$ cat src/rtl/apb_requester_arbiter_pkg.sv
// Shared types and constants for the two-requester APB master.
package apb_requester_arbiter_pkg;

   localparam int NUM_REQ = 2;
   localparam int GRANT_W = (NUM_REQ > 1) ? $clog2(NUM_REQ) : 1;

   typedef enum logic [1:0] {
      IDLE   = 2'd0,
      SETUP  = 2'd1,
      ACCESS = 2'd2
   } state_e;

endpackage

$ cat src/rtl/rr_arbiter.sv
// Round-robin grant over NUM_REQ requesters; search starts just after the last winner.
module rr_arbiter
   import apb_requester_arbiter_pkg::*;
(
   input  logic               clk,
   input  logic               rst_n,
   input  logic [NUM_REQ-1:0] req,
   input  logic               update_en,
   output logic               gnt_any,
   output logic [NUM_REQ-1:0] gnt_onehot,
   output logic [GRANT_W-1:0] gnt_idx
);

   logic [GRANT_W-1:0] last_grant_q;
   logic [GRANT_W-1:0] last_grant_d;

   always_comb begin
      logic [GRANT_W-1:0] cand;
      gnt_any    = 1'b0;
      gnt_onehot = '0;
      gnt_idx    = '0;
      cand       = '0;
      for (int i = 1; i <= NUM_REQ; i++) begin
         cand = GRANT_W'((int'(last_grant_q) + i) % NUM_REQ);
         if (!gnt_any && req[cand]) begin
            gnt_any          = 1'b1;
            gnt_idx          = cand;
            gnt_onehot[cand] = 1'b1;
         end
      end
   end

   always_comb begin
      last_grant_d = last_grant_q;
      if (update_en && gnt_any) begin
         last_grant_d = gnt_idx;
      end
   end

   // Resetting to the highest index makes requester 0 win the first tie.
   always_ff @(posedge clk or negedge rst_n) begin
      if (!rst_n) begin
         last_grant_q <= GRANT_W'(NUM_REQ - 1);
      end else begin
         last_grant_q <= last_grant_d;
      end
   end

endmodule

$ cat src/rtl/apb_requester_arbiter.sv
// Two-requester APB master: round-robin arbitration, SETUP/ACCESS transfer, registered response.
module apb_requester_arbiter
   import apb_requester_arbiter_pkg::*;
#(
   parameter int ADDR_WIDTH = 32,
   parameter int DATA_WIDTH = 32
) (
   input  logic                                PCLK,
   input  logic                                PRESETn,
   input  logic [NUM_REQ-1:0]                  req_valid,
   output logic [NUM_REQ-1:0]                  req_ready,
   input  logic [NUM_REQ-1:0][ADDR_WIDTH-1:0]  req_addr,
   input  logic [NUM_REQ-1:0]                  req_write,
   input  logic [NUM_REQ-1:0][DATA_WIDTH-1:0]  req_wdata,
   output logic [NUM_REQ-1:0]                  rsp_valid,
   output logic [DATA_WIDTH-1:0]               rsp_rdata,
   output logic                                rsp_err,
   output logic                                PSEL,
   output logic                                PENABLE,
   output logic                                PWRITE,
   output logic [ADDR_WIDTH-1:0]               PADDR,
   output logic [DATA_WIDTH-1:0]               PWDATA,
   input  logic [DATA_WIDTH-1:0]               PRDATA,
   input  logic                                PREADY,
   input  logic                                PSLVERR
);

   state_e                 state_q, state_d;
   logic                   psel_q, psel_d;
   logic                   penable_q, penable_d;
   logic                   pwrite_q, pwrite_d;
   logic [ADDR_WIDTH-1:0]  paddr_q, paddr_d;
   logic [DATA_WIDTH-1:0]  pwdata_q, pwdata_d;
   logic [GRANT_W-1:0]     grant_q, grant_d;
   logic [NUM_REQ-1:0]     rsp_valid_q, rsp_valid_d;
   logic [DATA_WIDTH-1:0]  rsp_rdata_q, rsp_rdata_d;
   logic                   rsp_err_q, rsp_err_d;

   logic                   gnt_any;
   logic [NUM_REQ-1:0]     gnt_onehot;
   logic [GRANT_W-1:0]     gnt_idx;
   logic                   in_idle;

   assign in_idle = (state_q == IDLE);

   rr_arbiter u_rr_arbiter (
      .clk        (PCLK),
      .rst_n      (PRESETn),
      .req        (req_valid),
      .update_en  (in_idle),
      .gnt_any    (gnt_any),
      .gnt_onehot (gnt_onehot),
      .gnt_idx    (gnt_idx)
   );

   // The only combinational output: accept strobe for the winner while idle.
   assign req_ready = (in_idle && gnt_any) ? gnt_onehot : '0;

   always_comb begin
      state_d     = state_q;
      psel_d      = psel_q;
      penable_d   = penable_q;
      pwrite_d    = pwrite_q;
      paddr_d     = paddr_q;
      pwdata_d    = pwdata_q;
      grant_d     = grant_q;
      rsp_valid_d = '0;
      rsp_rdata_d = rsp_rdata_q;
      rsp_err_d   = rsp_err_q;
      case (state_q)
         IDLE: begin
            if (gnt_any) begin
               state_d   = SETUP;
               psel_d    = 1'b1;
               penable_d = 1'b0;
               pwrite_d  = req_write[gnt_idx];
               paddr_d   = req_addr[gnt_idx];
               pwdata_d  = req_wdata[gnt_idx];
               grant_d   = gnt_idx;
            end
         end
         SETUP: begin
            state_d   = ACCESS;
            penable_d = 1'b1;
         end
         ACCESS: begin
            // PSLVERR and PRDATA are only meaningful in the PREADY cycle.
            if (PREADY) begin
               state_d              = IDLE;
               psel_d               = 1'b0;
               penable_d            = 1'b0;
               rsp_valid_d[grant_q] = 1'b1;
               rsp_rdata_d          = pwrite_q ? '0 : PRDATA;
               rsp_err_d            = PSLVERR;
            end
         end
         default: begin
            state_d   = IDLE;
            psel_d    = 1'b0;
            penable_d = 1'b0;
         end
      endcase
   end

   always_ff @(posedge PCLK or negedge PRESETn) begin
      if (!PRESETn) begin
         state_q     <= IDLE;
         psel_q      <= 1'b0;
         penable_q   <= 1'b0;
         pwrite_q    <= 1'b0;
         paddr_q     <= '0;
         pwdata_q    <= '0;
         grant_q     <= '0;
         rsp_valid_q <= '0;
         rsp_rdata_q <= '0;
         rsp_err_q   <= 1'b0;
      end else begin
         state_q     <= state_d;
         psel_q      <= psel_d;
         penable_q   <= penable_d;
         pwrite_q    <= pwrite_d;
         paddr_q     <= paddr_d;
         pwdata_q    <= pwdata_d;
         grant_q     <= grant_d;
         rsp_valid_q <= rsp_valid_d;
         rsp_rdata_q <= rsp_rdata_d;
         rsp_err_q   <= rsp_err_d;
      end
   end

   assign PSEL      = psel_q;
   assign PENABLE   = penable_q;
   assign PWRITE    = pwrite_q;
   assign PADDR     = paddr_q;
   assign PWDATA    = pwdata_q;
   assign rsp_valid = rsp_valid_q;
   assign rsp_rdata = rsp_rdata_q;
   assign rsp_err   = rsp_err_q;

endmodule

$ cat config.mk
export PLATFORM = sky130hd
export DESIGN_NAME = apb_requester_arbiter
export DESIGN_NICKNAME = d
export VERILOG_FILES = /design/src/rtl/apb_requester_arbiter_pkg.sv /design/src/rtl/rr_arbiter.sv /design/src/rtl/apb_requester_arbiter.sv
export SDC_FILE = /design/constraint.sdc
export NUM_CORES = 1
export LEC_CHECK = 0
export ABC_AREA = 1
export CAP_MARGIN = 20
export CORE_AREA = 4 4 107 150
export DETAILED_ROUTE_END_ITERATION = 16
export DIE_AREA = 0 0 111 154
export MAX_ROUTING_LAYER = met4
export PLACE_DENSITY_LB_ADDON = 0.12
export SYNTH_ARGS = -nofsm -noshare
export SYNTH_HDL_FRONTEND = slang
export SYNTH_HIERARCHICAL = 1
export SYNTH_SLANG_ARGS = --single-unit
$ cat constraint.sdc
create_clock -name PCLK -period 3.5 [get_ports PCLK]
set_input_delay 0.875 -clock PCLK [delete_from_list [all_inputs] [get_ports PCLK]]
set_output_delay 0.875 -clock PCLK [all_outputs]
set_load 0.02 [all_outputs]
==> flow_summary.toml <==
[timing]
relSlewSlack_pct = 50.06
rsz0062_at_grt = "false"
period_minus_slack_ns = 3.246
setup_tns_ns = 0
finalSetupViolations = 0
fin_crit_sh_pct = 92.74
hold_viol = 0
slew_viol_final = 0
clock.fmax_mhz = 308.1
skew_ns = 0.007397
hold_slack_ns = 0.4783
worst_slew_pin_slew_ns = 0.7491

[finish]
final_common_cell = "nand2_1"
area_growth_pct = 62.20
nets = 1156
final_cell_mix = "498 x nand2_1, 270 x clkdlybuf4s50_1, 104 x dfrtp_1"
fin_area_sq_um = 8235
nFillCells = 1425
drive_gt1_share_pct = 3.827

[synthesis]
ys_warn_count = 6
syn-num-nets = 902
synth-seq-cells = 105
postSynthAreaPerCell_sq_um = 6.917
syn_inst = 734
ys_seq_area_share_pct = 51.77
ys_types = 15
netlist_area_sq_um = 5077

[global_routing]
grt_pass1_wl_um = 25850
overflow = 0
first_global_vias = 5087
grt_max_degree = 68
antenna_found_initial = 1
grt_usage_pct = 19.43

[pwr]
vdd_drop_max_mv = 0.3608
power_switching_share_pct = 41.84
power_frac_seq_pct = 31.6
p_total_w = 0.006718
leakage_nw = 4.317
p_sw_w = 0.002811
pwr-share-comb_pct = 53.0
power.internal_w = 0.003907
power_density_nw_per_um2 = 815.7
clock_power_share_pct = 15.4

[detailed_routing]
drt_first_iter_violations = 219
ant_nets = 0
vias = 5122
vias_per_cell = 4.319
wl_per_cell_um = 13.69
wl_um = 16240
dr.pass1.iters = 6
drc = 0

[floorplanning]
die_w_um = 111
die-area_sq_um = 17090
rows = 53
pin_count = 272
core_sq_um = 14790
start_util_pct = 34.33
die-height_um = 154

[worst_setup_path]
critical_path_class = "in -> out"
cp_common_cell = "clkdlybuf4s50_1"
worstPathRequired_ns = 2.62
worstSetupEndpointType = "output pin"
r2r_setup_slack_ns = 1.72
cp_max_fo = 3
cp-start-kind = "input port"
r2r-end = "PWDATA[5]$_DFFE_PN0N_"
worst-r2r-cell-count = 7
slowest_delay_ns = 0.61
cp_cell_sequence = "clkdlybuf4s50_1, inv_2, a21oi_1, inv_1, nor2_1, clkdlybuf4s50_1"
cp.arrival_ns = 2.37
r2r_start = "u_rr_arbiter/last_grant_q$_DFFE_PN1P_"
slowest_stage = "clkdlybuf4s50_1"

[clocking]
path_clk_slew_ns = 0.07
cts_root_buffer = "clkbuf_16"
clockBufferDepth = 2
clock_latency_ns = 0.34
cts.sinks = 105
post_cts_buffers = 0
cts_tree = "done"
hold_buffers = 0
ctsHtreeMaxLevel = 3
cts_made_buffers = 9
cts_resized = 0

[placed_design]
port_buffers = 271
place.gp.congestion = 0.8564
hpwl_um = 11560
place_area_sq_um = 7929

[min_path]
min_to = "PADDR[3]$_DFFE_PN0N_"
min_path_cells = 2
hp-start = "PADDR[3]$_DFFE_PN0N_"
hp-class = "reg -> reg"

[run_status]
outcome = "finished clean"

[flow_run]
drv_cap = 0
[metrics by stage]
| step | util [%] | std cells | setup WS [ns] |
|---|---|---|---|
| 3_3_place_gp | 53.62 | 1169 | 0.2522 |
| 2_1_floorplan | - | 734 | 1.067 |
| 4_1_cts | 55.67 | 1185 | 0.2458 |
| 6_report | 55.69 | 1186 | 0.2539 |
| 3_5_place_dp | 53.62 | 1169 | 0.2560 |
| 5_1_grt | 55.69 | 1186 | 0.1662 |
[cell usage after synthesis, drive strengths merged]
| library cell | n | area share [%] |
|---|---|---|
| a21oi | 4 | 0.47 |
| buf | 28 | 3.3 |
| clkbuf | 10 | 0.74 |
| dfrtp | 104 | 51 |
| dfstp | 1 | 0.52 |
| inv | 43 | 3.2 |
| nand2 | 499 | 37 |
| nand3 | 3 | 0.30 |
| nor2 | 42 | 3.4 |
[kinds of logic after synthesis]
kind of cell    count (synthesis)  share of synthesized area (%)
buf+inv                        81                          7.171
simple gates                  544                          40.59
flops                         105                          51.77
compound gates                  4                         0.4682
[how the worst max path moves through the flow]
stage	from	end	slack, ns	depth (start not counted)
after floorplan	req_valid[0]	req_ready[0]	1.07	5
after global placement	req_valid[1]	req_ready[1]	0.25	6
after detailed placement	req_valid[1]	req_ready[1]	0.26	6
after CTS	req_valid[1]	req_ready[1]	0.25	6
after global routing	req_valid[1]	req_ready[0]	0.17	6
final	req_valid[1]	req_ready[1]	0.25	6
[per-layer routing]
metal | share of wire (%) | vias to the layer above | track usage (%) | wire (um)
li1 | - | 2655 | - | -
met1 | 42 | 2254 | 22.54 | 6812
met2 | 49 | 189 | 32.38 | 7898
met3 | 7.1 | 24 | 4.961 | 1153
met4 | 2.3 | 0 | 7.453 | 378
met5 | 0 | - | - | 0
[state kept, by name, summed over array words and instances, names as in the netlist]
register / cells
rsp_err: 1
rsp_valid: 2
PSEL: 1
state_q: 2
rsp_rdata: 32
u_rr_arbiter/last_grant_q: 1
PWDATA: 32
PWRITE: 1
grant_q: 1
PADDR: 32
[worst max-delay path: cells and delay by family]
family / cells / cell delay (ns)
AOI/OAI and AO/OA: 1 / 0.13
and+or+nand+nor: 1 / 0.10
buffers and inverters: 4 / 1.26
[power by group through the flow]
| stage | clock network (W) | logic, W | registers, W |
|---|---|---|---|
| floorplan | 0 | 0.00121 | 0.00281 |
| global placement | 0 | 0.00360 | 0.00212 |
| detailed placement | 0 | 0.00363 | 0.00213 |
| CTS | 0.00107 | 0.00363 | 0.00213 |
| global route | 0.00113 | 0.00390 | 0.00220 |
| finish | 0.00104 | 0.00356 | 0.00212 |
[layout make-up]
type | instances | area, sq um | share of cell area (%)
Timing Repair Buffer | 281 | 2798 | 33.97
Sequential cell | 105 | 2629 | 31.92
Multi-Input combinational cell | 548 | 2101 | 25.51
Tap cell | 192 | 240.2 | 2.917
Clock buffer | 9 | 225.2 | 2.735
Inverter | 43 | 161.4 | 1.960
Clock inverter | 7 | 78.83 | 0.9572
Antenna cell | 1 | 2.502 | 0.03039
(Power assumes the default switching activity.)
